`config.mk`:
```
export PLATFORM = sky130hd
export DESIGN_NAME = axi_wdata_router
export DESIGN_NICKNAME = d
export VERILOG_FILES = /design/src/rtl/axi_wdata_router.sv
export SDC_FILE = /design/constraint.sdc
export NUM_CORES = 1
export LEC_CHECK = 0
export CAP_MARGIN = 15
export CELL_PAD_IN_SITES_DETAIL_PLACEMENT = 1
export CELL_PAD_IN_SITES_GLOBAL_PLACEMENT = 1
export CORE_UTILIZATION = 20
export DETAILED_ROUTE_END_ITERATION = 8
export HOLD_SLACK_MARGIN = 0.12
export PLACE_DENSITY_LB_ADDON = 0.1
export SYNTH_ARGS = -nofsm -noshare
export SYNTH_HDL_FRONTEND = slang
export SYNTH_SLANG_ARGS = --single-unit
```
`constraint.sdc`:
```
create_clock -name clk -period 3.45 [get_ports clk]
set_clock_uncertainty 0.05 [all_clocks]
set_input_delay 0.5175 -clock clk [delete_from_list [all_inputs] [get_ports clk]]
set_output_delay 0.5175 -clock clk [all_outputs]
set_load 0.05 [all_outputs]
```
`src/rtl/axi_wdata_router.sv`:
```
// AXI W-channel router steered by an in-order queue of AW targets.
// Optional burst-length checking is enabled by defining AXI_WDATA_LEN_CHECK_EN.
module axi_wdata_router #(
  parameter int NUM_M  = 2,
  parameter int NUM_S  = 3,
  parameter int DATA_W = 32,
  parameter int DEPTH  = 4,
  parameter int LEN_W  = 4,
  localparam int STRB_W = DATA_W / 8,
  localparam int MW = (NUM_M > 1) ? $clog2(NUM_M) : 1,
  localparam int SW = $clog2(NUM_S),
  localparam int CW = $clog2(DEPTH + 1)
) (
  input  logic                     clk,
  input  logic                     rst,
  input  logic                     aw_push_valid,
  input  logic [MW-1:0]            aw_push_mst,
  input  logic [SW-1:0]            aw_push_slv,
  input  logic [LEN_W-1:0]         aw_push_len,
  output logic                     aw_push_ready,
  input  logic [NUM_M*DATA_W-1:0]  m_wdata,
  input  logic [NUM_M*STRB_W-1:0]  m_wstrb,
  input  logic [NUM_M-1:0]         m_wlast,
  input  logic [NUM_M-1:0]         m_wvalid,
  output logic [NUM_M-1:0]         m_wready,
  output logic [DATA_W-1:0]        s_wdata,
  output logic [STRB_W-1:0]        s_wstrb,
  output logic                     s_wlast,
  output logic [NUM_S-1:0]         s_wvalid,
  input  logic [NUM_S-1:0]         s_wready,
  output logic [CW-1:0]            pending,
  output logic                     len_err
);

  localparam int PW = $clog2(DEPTH);

  logic [MW-1:0]    mst_q [DEPTH];
  logic [SW-1:0]    slv_q [DEPTH];
  logic [LEN_W-1:0] len_q [DEPTH];
  logic [PW-1:0]    wr_ptr, rd_ptr;
  logic [CW-1:0]    cnt;

  logic [MW-1:0]    head_mst;
  logic [SW-1:0]    head_slv;
  logic [LEN_W-1:0] head_len;
  logic route, mv, sr, wlast_in, fire, push, pop;

  assign head_mst = mst_q[rd_ptr];
  assign head_slv = slv_q[rd_ptr];
  assign head_len = len_q[rd_ptr];

  // Out-of-range targets never match and stall until reset.
  assign route = (cnt != '0)
              && (int'(head_mst) < NUM_M)
              && (int'(head_slv) < NUM_S);

  always_comb begin
    mv       = 1'b0;
    sr       = 1'b0;
    wlast_in = 1'b0;
    s_wdata  = '0;
    s_wstrb  = '0;
    m_wready = '0;
    s_wvalid = '0;
    if (route) begin
      for (int i = 0; i < NUM_M; i++) begin
        if (head_mst == MW'(i)) begin
          mv       = m_wvalid[i];
          wlast_in = m_wlast[i];
          s_wdata  = m_wdata[i*DATA_W +: DATA_W];
          s_wstrb  = m_wstrb[i*STRB_W +: STRB_W];
        end
      end
      for (int j = 0; j < NUM_S; j++) begin
        if (head_slv == SW'(j)) sr = s_wready[j];
      end
      for (int i = 0; i < NUM_M; i++) begin
        if (head_mst == MW'(i)) m_wready[i] = sr;
      end
      for (int j = 0; j < NUM_S; j++) begin
        if (head_slv == SW'(j)) s_wvalid[j] = mv;
      end
    end
  end

  assign fire          = route && mv && sr;
  assign aw_push_ready = (cnt != CW'(DEPTH));
  assign push          = aw_push_valid && aw_push_ready;
  assign pending       = cnt;

`ifdef AXI_WDATA_LEN_CHECK_EN
  logic [LEN_W:0] bcnt;
  logic           last_beat;

  assign last_beat = (bcnt == {1'b0, head_len});
  assign s_wlast   = route && (wlast_in || last_beat);
  assign pop       = fire && last_beat;

  always_ff @(posedge clk or posedge rst) begin
    if (rst) begin
      bcnt    <= '0;
      len_err <= 1'b0;
    end else if (fire) begin
      bcnt <= last_beat ? '0 : bcnt + 1'b1;
      if (wlast_in != last_beat) len_err <= 1'b1;
    end
  end
`else
  logic unused_len;

  assign unused_len = ^head_len;
  assign s_wlast    = wlast_in;
  assign pop        = fire && wlast_in;
  assign len_err    = 1'b0;
`endif

  always_ff @(posedge clk) begin
    if (push) begin
      mst_q[wr_ptr] <= aw_push_mst;
      slv_q[wr_ptr] <= aw_push_slv;
      len_q[wr_ptr] <= aw_push_len;
    end
  end

  always_ff @(posedge clk or posedge rst) begin
    if (rst) begin
      wr_ptr <= '0;
      rd_ptr <= '0;
      cnt    <= '0;
    end else begin
      if (push) wr_ptr <= wr_ptr + 1'b1;
      if (pop)  rd_ptr <= rd_ptr + 1'b1;
      unique case ({push, pop})
        2'b10:   cnt <= cnt + 1'b1;
        2'b01:   cnt <= cnt - 1'b1;
        default: cnt <= cnt;
      endcase
    end
  end

endmodule
```
Word level (Yosys, flattened, before mapping)
Memories as Yosys holds them, arrays and structs flattened. Index checks and enable logic that the tools add are counted.

Register bits: 7. Memory bits (writable): 12. Input bits: 89. Output and inout bits: 47. Logic and storage cells: 45. Memories: 2.

Add/subtract/negate cells: 4. Magnitude comparators: 1. Equality and inequality tests: 5. Muxes and demuxes: 22. Reduce and logical (&&, ||, !) cells: 8.

Memory list: slv_q (words 4, bits a word 2, rd ports 1, clocked after Yosys merged registers in 0, wr ports 1, RTL line 38) `logic [SW-1:0] slv_q [DEPTH];`; mst_q (words 4, bits a word 1, rd ports 1, clocked after Yosys merged registers in 0, wr ports 1, RTL line 37) `logic [MW-1:0] mst_q [DEPTH];`.

Operators with widths (count): 32-bit 2-to-1 mux (2); 1-bit 2-to-1 mux (15); 4-bit 2-to-1 mux (2); 3-bit one-hot mux with 2 select lines (1); 1-bit logical AND (5); 2-bit by 1-bit adder with 2-bit output (second input constant) (2); 2-bit by 1-bit == test with 1-bit output (second input constant) (2); 2-bit == test (second input constant) (2); 3-bit by 1-bit adder with 3-bit output (second input constant) (1); 3-bit 2-to-1 mux (1); 3-bit != test (second input constant) (1); 3-bit nonzero test (1); 3-bit by 1-bit subtractor with 3-bit output (second input constant) (1); 2-bit zero test (1); 2-bit < comparator (second input constant) (1); 2-bit 2-to-1 mux (1); 2-bit nonzero test (1).

Logic depth before layout (Yosys ltp)
Gate-level depths: netlist (run 1). An unclocked memory read counts as a cell.

Word-level depth: 10. Depth in mapped cells: 11. Mapped depth without buffers: 10.

Worst setup path after synthesis (run 1)
Ideal clock, no wire load.

Path kind: reg2out. From: reg rd_ptr[1]. To: out s_wvalid[1]. Arrival: 2.820 ns. Required time: 2.882 ns. Path slack: 0.063 ns. Cell stages (with the launch flop): 6. Buffers on the path: 1. Cell sequence: dfrtp_1 buf_2 mux2i_1 mux2i_1 mux2i_1 nor4b_1.

Cells in the longest elaborated chain, start to end: 4. Elaborated cells between the ends (all ways): 8. Those cells by class: order compare: 1; eq/ne: 1; mux: 3; reduce/logical: 1; memory: 2.

RTL lines: from (decl) (RTL line 40) `logic [PW-1:0] wr_ptr, rd_ptr;`; from (signal assigned) (RTL line 132) `if (pop) rd_ptr <= rd_ptr + 1'b1;`; memory read 4 x 2 bit or memory read 4 x 1 bit (tied branches); 2-bit < comparator, or another cell as far along (RTL line 55) `&& (int'(head_slv) < NUM_S);`; 1-bit logical AND or 1-bit 2-to-1 mux (tied branches) (RTL line 55, 81); 3-bit 2-to-1 mux * (RTL line 65) `if (route) begin`; to (decl) (RTL line 29) `output logic [NUM_S-1:0] s_wvalid,`.

Mark *: on every way between the ends. The rest lies on a longest branch, timed or not.

Final worst setup path (run 1)
From: reg rd_ptr[0]. To: out s_wlast.

Cells in the longest elaborated chain, start to end: 4. Elaborated cells between the ends (all ways): 6. Those cells by class: order compare: 1; mux: 2; reduce/logical: 1; memory: 2.

RTL lines: memory read 4 x 2 bit; 2-bit < comparator (RTL line 55); 1-bit logical AND (RTL line 55); 1-bit 2-to-1 mux * (RTL line 65); to (decl) (RTL line 28) `output logic s_wlast,`.

Marked as above.

==> results of run 1 <==
-- through the flow --
step	utilization	worst slack (ns)
finish	0.472	0.228
global route	0.472	0.0717
CTS	0.470	0.109
detailed placement	0.463	0.237
global placement	0.463	0.285
floorplan	-	0.0629
-- metal layers --
metal	share of wire	vias to the layer above	routed length, um	GRT usage
li1	-	741	-	-
met1	0.41	739	2400	0.194
met2	0.51	67	2990	0.271
met3	0.073	4	426	0.0302
met4	0.0058	0	34	0.0273
met5	0	-	0	0
-- Yosys cell counts (all sizes together) (2+ instances only) --
library cell and instances:
a22o 36, edfxtp 12, buf 9, inv 9
dfrtp 7, mux2i 7, ha 5, nand2 5
and3 4, nor3 4, nor2 3, xnor2 3
xor2 3, mux4 2, nor4b 2
-- state kept, by name, indices dropped and copies added, names as in the netlist --
name,count
mst_q,4
slv_q,8
wr_ptr,2
pending,3
rd_ptr,2
-- area by class of cell --
type,count,area share
flip-flops and latches,19,0.168
well taps,80,0.0314
inverters,9,0.0106
clock inverters,1,0.00235
repair buffers,135,0.533
clock buffers,3,0.0129
multi-input cells,88,0.242
-- worst max-delay path, delay by kind of cell (launching register included) --
| kind | cells | cell delay, ns |
|---|---|---|
| buffers and inverters | 2 | 0.88 |
| multiplexers | 1 | 0.64 |
| flip-flops | 1 | 0.53 |
| AO/OA/AOI/OAI | 2 | 0.33 |
-- cell families (layout without fill, tap and decap cells) --
group | count (synthesis) | count (layout) | share of synthesized area
fa+ha+maj | 6 | 6 | 0.0595
compound gates | 40 | 40 | 0.246
mux | 9 | 9 | 0.0829
buf+inv | 18 | 148 | 0.0631
xor+xnor | 6 | 6 | 0.0378
simple gates | 26 | 26 | 0.123
flops | 19 | 19 | 0.386
other cells | 1 | 1 | 0.00270
-- final timing paths --
path / start / endpoint / slack, ns / cells after the start
worst max-delay path: rd_ptr[0]$_DFFE_PP0P_ / s_wlast / 0.23 / 5
worst min-delay path: rst / rd_ptr[0]$_DFFE_PP0P_ / 0.45 / 2
worst max register to register: rd_ptr[0]$_DFFE_PP0P_ / pending[2]$_DFFE_PP0P_ / 0.38 / 10
worst min register to register: pending[2]$_DFFE_PP0P_ / pending[2]$_DFFE_PP0P_ / 0.50 / 1
max in group asynchronous: rst / wr_ptr[1]$_DFFE_PP0P_ / 2.66 / 2
min in group clk: pending[2]$_DFFE_PP0P_ / pending[2]$_DFFE_PP0P_ / 0.50 / 1
==> impl_metrics.toml, run 1 <==
[sta]
setup_violations = 0
fin_setup_tns_ns = 0
hold_ws_ns = 0.454
hold_viol = 0
slew_headroom = 0.665
final.period_utilization = 0.934
tightest_slew_ns = 0.488
min_period_ns = 3.22
max_freq_ghz = 0.310
rsz0062_at_grt = "false"
drv_slew = 0

[clock_tree]
cts_max_path_buffers = 2
cts-resized-gates = 0
path_clk_slew_ns = 0.07
cts_tree = "yes"
cts.sinks = 19
clk-insertion-delay-late_ns = 0.26
cts_buffers = 3
clockRootBuffer = "clkbuf_8"
cts.hold.buffers_added = 0
cts_setup_buffers = 0
htree_levels = 1

[synthesis]
yosys.area.top_type = "edfxtp_1"
synth_seq_area_share = 0.386
ys.flop_type = "edfxtp_1"
synth_fp_nets = 220
synth_top_area_frac = 0.259
async_flop_share = 0.368
netlist_instances = 125
synth_area_sq_um = 1390
synth-warning-count = 0
synthDistinctLibCells = 32
synth_area_leaders = "edfxtp_1 (26%), a22o_1 (23%), dfrtp_1 (13%)"
synth_edf_count = 12
avgSynthCellArea_sq_um = 11.1
ys_seq_elements = 19

[floorplanning]
die_x_um = 85.3
io_pins = 136
rows = 30
die_area_sq_um = 7280
initial_core_util = 0.206
core-area_sq_um = 6760
dieHeight_um = 85.3

[worst_setup_path]
cp_max_fo = 8
arrival_ns = 2.65
crit_slowest_cell = "clkdlybuf4s50_1"
required_ns = 2.88
start_kind = "flip-flop"
path_cells = "mux4_2, a21oi_1, o31ai_1, inv_1, clkdlybuf4s50_1"
cpPeakStageDelay_ns = 0.81
critPathKind = "flip-flop to output pin"
endpoint_kind = "output pin"

[placed_design]
gp_congestion = 0.768
place_area_sq_um = 3130
hpwl_um = 4870
dpl.cell_count = 331
io_buffers = 130

[finish]
num-fill-cells = 708
nets = 351
diodes = 0
fin_area_sq_um = 3190
drive_gt1_frac = 0.220
multi_input_area_sq_um = 771
layout_common_cells = "clkdlybuf4s50_1 (89), a22o_1 (36), buf_12 (36), edfxtp_1 (12), inv_1 (9)"
seq_area_sq_um = 536
synthToLayoutAreaGrowth_pct = 130
stdcell_count = 335
final_common_cell = "clkdlybuf4s50_1"

[global_route]
grt_pass1_vias = 1573
antenna_found_initial = 0
grt_max_degree = 27
overflow = 0
grt_pass1_wl_um = 8700
grtUsageTotal = 0.153

[worst_hold_path]
hold_path_class = "primary input to async pin"

[drt]
firstDrtPassIters = 4
ant_nets = 0
drt_iter0_drc = 45
wl_per_cell_um = 17.5
num_vias = 1551
postRouteWirelength_um = 5850
drc_errors = 0
routed_via_density = 4.63

[job]
maxCapViolCount = 0

[outcome]
status = "finished clean"
Power of run 1 is left out: the tool's default activity adds up to more than one toggle a clock period on the data nets, which glitch-free logic cannot reach.
==> run 2: changes to the inputs <==
--- a/config.mk
+++ b/config.mk
@@ -5,10 +5,11 @@
 export SDC_FILE = /design/constraint.sdc
 export NUM_CORES = 1
 export LEC_CHECK = 0
+export ABC_AREA = 1
 export CAP_MARGIN = 15
 export CELL_PAD_IN_SITES_DETAIL_PLACEMENT = 1
 export CELL_PAD_IN_SITES_GLOBAL_PLACEMENT = 1
-export CORE_UTILIZATION = 20
+export CORE_UTILIZATION = 22
 export DETAILED_ROUTE_END_ITERATION = 8
 export HOLD_SLACK_MARGIN = 0.12
 export PLACE_DENSITY_LB_ADDON = 0.1
==> impl_metrics.toml, run 2 <==
[synthesis]
yosysMostFrequentCell = "inv_1"
yosys.area.top_type = "edfxtp_1"
synthDistinctLibCells = 25
synth_area_leaders = "edfxtp_1 (20%), nand3_1 (13%), inv_1 (12%)"
synth_fp_nets = 345
synth_top_area_frac = 0.205
synth_seq_area_share = 0.304
synth_area_sq_um = 1760
async_flop_share = 0.368
synth-warning-count = 0
synth_edf_count = 12
synth_common_cells = "inv_1 (55), nand3_1 (47), nand2_1 (35)"
netlist_instances = 250
ys_seq_elements = 19
avgSynthCellArea_sq_um = 7.05
ys.flop_type = "edfxtp_1"

[global_route]
antenna_found_initial = 0
grt_pass1_wl_um = 10800
grtUsageTotal = 0.162
overflow = 0
grt_pass1_vias = 1997
grt_max_degree = 38

[floorplanning]
core-area_sq_um = 7730
initial_core_util = 0.228
dieHeight_um = 91.5
rows = 32
die_area_sq_um = 8370
io_pins = 136
die_x_um = 91.5

[worst_setup_path]
r2r_end = "pending[2]$_DFFE_PP0P_"
critPathKind = "flip-flop to output pin"
required_ns = 2.88
endpoint_kind = "output pin"
r2r_cells = 16
r2r_slack_ns = 0.46
start_kind = "flip-flop"
cp_max_fo = 37
regToRegStartpoint = "rd_ptr[0]$_DFFE_PP0P_"
arrival_ns = 2.57

[clock_tree]
path_clk_slew_ns = 0.07
clk-insertion-delay-late_ns = 0.25
cts.sinks = 19
cts-resized-gates = 0
cts.hold.buffers_added = 0
cts_tree = "yes"
cts_max_path_buffers = 2
cts_setup_buffers = 0
cts_buffers = 3
clockRootBuffer = "clkbuf_8"
htree_levels = 1

[sta]
setup_violations = 0
final.period_utilization = 0.910
fin_setup_tns_ns = 0
slew_headroom = 0.656
hold_viol = 0
tightest_slew_ns = 0.514
max_freq_ghz = 0.318
rsz0062_at_grt = "false"
drv_slew = 0
min_period_ns = 3.14

[drt]
met3WireLength_um = 594
m1WireLength_um = 3030
routed_via_density = 4.26
wl_per_cell_um = 14.6
postRouteWirelength_um = 6930
ant_nets = 0
firstDrtPassIters = 4
highest_layer = "met4"
num_vias = 2019
wl_met2_um = 3240
drt_iter0_drc = 52
drc_errors = 0

[finish]
num-fill-cells = 904
largest_reg_flops = 8
nets = 468
diodes = 0
layout_common_cells = "clkdlybuf4s50_1 (88), inv_1 (55), nand3_1 (47), buf_12 (38), nand2_1 (35)"
final_common_cell = "clkdlybuf4s50_1"
synthToLayoutAreaGrowth_pct = 98.8
top_register = "slv_q"
drive_gt1_frac = 0.188
stdcell_count = 474

[worst_hold_path]
hold_path_class = "primary input to async pin"

[placed_design]
io_buffers = 130
hpwl_um = 5660
gp_congestion = 0.735
dpl.cell_count = 470

[outcome]
status = "finished clean"

[job]
maxCapViolCount = 0
-- run 2: cells by family after synthesis --
group / Yosys count / synth area share
XOR/XNOR: 4 / 0.0199
adder cells (fa/ha/maj): 6 / 0.0469
AO/OA/AOI/OAI: 42 / 0.146
flip-flops: 19 / 0.304
other: 1 / 0.00213
buffers and inverters: 71 / 0.194
AND/OR/NAND/NOR: 107 / 0.287
-- run 2: worst max path at each step --
| stage | startpoint | to | slack (ns) | depth (start not counted) |
|---|---|---|---|---|
| final | rd_ptr[0]$_DFFE_PP0P_ | s_wstrb[3] | 0.31 | 9 |
| after detailed placement | rd_ptr[0]$_DFFE_PP0P_ | pending[2]$_DFFE_PP0P_ | 0.45 | 16 |
| after CTS | rd_ptr[0]$_DFFE_PP0P_ | s_wstrb[3] | 0.24 | 9 |
| after global routing | rd_ptr[0]$_DFFE_PP0P_ | s_wstrb[3] | 0.08 | 9 |
| after global placement | rd_ptr[0]$_DFFE_PP0P_ | pending[2]$_DFFE_PP0P_ | 0.55 | 16 |
| after floorplan | pending[0]$_DFFE_PP0P_ | s_wdata[0] | 0.48 | 5 |
-- run 2: per-stage QoR --
stage	hold slack [ns]	util	setup slack (ns)	area, sq um
2_1_floorplan	0.271	-	0.479	1760
3_3_place_gp	0.436	0.447	0.547	3450
3_5_place_dp	0.442	0.447	0.451	3450
4_1_cts	0.450	0.453	0.244	3500
5_1_grt	0.485	0.453	0.0774	3500
6_report	0.439	0.453	0.310	3500
-- run 2: worst max-delay path, stage by stage (launching register included) --
cell      delay (ns)
dfrtp_1         0.61
inv_6           0.09
nand2_2         0.08
nand2_1         0.05
nand2_1         0.06
nand2_2         0.09
a21boi_4        0.20
nand3_4         0.40
o21ai_0         0.53
buf_12          0.20
-- run 2: final cells by class --
class,instances,area (sq um),share of cell area
Timing Repair Buffer,132,1690,0.482
Multi-Input combinational cell,160,885,0.253
Sequential cell,19,536,0.153
Inverter,57,219,0.0625
Tap cell,102,128,0.0364
Clock buffer,3,41.3,0.0118
Clock inverter,1,7.51,0.00214
-- run 2: routing by layer --
metal | up-vias | global-route usage
li1 | 1033 | -
met1 | 900 | 0.207
met2 | 80 | 0.282
met3 | 6 | 0.0285
met4 | 0 | 0.0370
met5 | - | 0
Power of run 2 is left out for the same reason.
==> run 3: changes to the inputs <==
--- a/config.mk
+++ b/config.mk
@@ -9,6 +9,8 @@
 export CAP_MARGIN = 15
 export CELL_PAD_IN_SITES_DETAIL_PLACEMENT = 1
 export CELL_PAD_IN_SITES_GLOBAL_PLACEMENT = 1
+export CORE_ASPECT_RATIO = 2
+export CORE_MARGIN = 10
 export CORE_UTILIZATION = 22
 export DETAILED_ROUTE_END_ITERATION = 8
 export HOLD_SLACK_MARGIN = 0.12
==> impl_metrics.toml, run 3 (synthesis results as in run 2) <==
[outcome]
status = "finished clean"

[drt]
wl_per_cell_um = 16.7
drc_errors = 0
postRouteWirelength_um = 7820
num_vias = 2050
drt_iter0_drc = 67
firstDrtPassIters = 4
routed_via_density = 4.38
ant_nets = 0

[worst_setup_path]
path_cells = "inv_6, nand2_2, nand2_1, nand2_1, nand2_2, a21boi_4, nand3_4, o21ai_0, buf_12"
crit_slowest_cell = "dfrtp_1"
cpPeakStageDelay_ns = 0.60
required_ns = 2.88
start_kind = "flip-flop"
arrival_ns = 2.54
endpoint_kind = "output pin"
cp_max_fo = 37
critPathKind = "flip-flop to output pin"

[clock_tree]
cts.sinks = 19
cts.hold.buffers_added = 0
cts-resized-gates = 0
cts_tree = "yes"
cts_buffers = 3
cts_setup_buffers = 0
cts_max_path_buffers = 2
path_clk_slew_ns = 0.05
clockRootBuffer = "clkbuf_16"
htree_levels = 1
clk-insertion-delay-late_ns = 0.25

[finish]
nets = 468
postLayoutCoreUtil = 0.447
final_common_cell = "clkdlybuf4s50_1"
largest_reg_flops = 8
synthToLayoutAreaGrowth_pct = 100
layout_common_cells = "clkdlybuf4s50_1 (88), inv_1 (55), nand3_1 (47), buf_12 (38), nand2_1 (35)"
drive_gt1_frac = 0.188
top_register = "slv_q"
seq_area_sq_um = 536
diodes = 0
num-fill-cells = 945
multi_input_area_sq_um = 885

[sta]
hold_ws_ns = 0.445
fin_setup_tns_ns = 0
final.period_utilization = 0.900
drv_slew = 0
slew_headroom = 0.655
setup_violations = 0
tightest_slew_ns = 0.516
max_freq_ghz = 0.322
rsz0062_at_grt = "false"
min_period_ns = 3.11
hold_viol = 0

[floorplanning]
core-area_sq_um = 7890
dieHeight_um = 147
die_x_um = 83.3
die_area_sq_um = 12200
initial_core_util = 0.223
rows = 46
io_pins = 136

[global_route]
grt_most_used_layer = "met2"
grt_use_met3 = 0.0267
antenna_found_initial = 0
grtUsageMet1 = 0.136
grt_pass1_wl_um = 12500
grt_use_met2 = 0.234
grtUsageTotal = 0.127
grt_max_degree = 38
grt_pass1_vias = 2120
overflow = 0

[job]
maxCapViolCount = 0

[placed_design]
hpwl_um = 6720
io_buffers = 130
gp_congestion = 0.740

[worst_hold_path]
hold_path_class = "flip-flop to flip-flop"
-- run 3: cell count changes in the layout (fill, tap and decap cells not counted) --
| cell | change |
|---|---|
| clkbuf_8 | -3 |
| clkbuf_16 | +3 |
-- run 3: through the flow --
| step | instances | worst slack [ns] | area, sq um |
|---|---|---|---|
| after floorplan | 250 | 0.479 | 1760 |
| after global placement | 464 | 0.526 | 3450 |
| after detailed placement | 464 | 0.453 | 3450 |
| after CTS | 468 | 0.268 | 3530 |
| after global routing | 468 | 0.105 | 3530 |
| final | 468 | 0.344 | 3530 |
-- run 3: worst paths after layout --
path,start,end,slack [ns],cells after the start
worst max-delay path,rd_ptr[0]$_DFFE_PP0P_,s_wdata[2],0.34,9
worst min-delay path,pending[0]$_DFFE_PP0P_,pending[0]$_DFFE_PP0P_,0.44,1
worst max register to register,rd_ptr[0]$_DFFE_PP0P_,pending[2]$_DFFE_PP0P_,0.55,16
worst min register to register,pending[0]$_DFFE_PP0P_,pending[0]$_DFFE_PP0P_,0.44,1
max in group asynchronous,rst,pending[1]$_DFFE_PP0P_,2.68,2
min in group asynchronous,rst,wr_ptr[0]$_DFFE_PP0P_,0.45,2
-- run 3: critical path, delay by kind of cell (launching register included) --
family,cells,cell delay [ns]
simple gates,5,0.70
compound gates,2,0.69
flops,1,0.60
buf+inv,2,0.28
-- run 3: area by class of cell --
class	instances	area share
repair buffers	132	0.478
inverters	57	0.0621
well taps	96	0.0340
clock buffers	3	0.0213
multi-input cells	160	0.251
flip-flops and latches	19	0.152
clock inverters	1	0.00213
-- run 3: per-layer routing --
metal	share of wire	up-vias
met5	0	-
met1	0.38	933
met3	0.068	5
met2	0.54	79
met4	0.015	0
li1	-	1033
Power of run 3 is left out for the same reason.
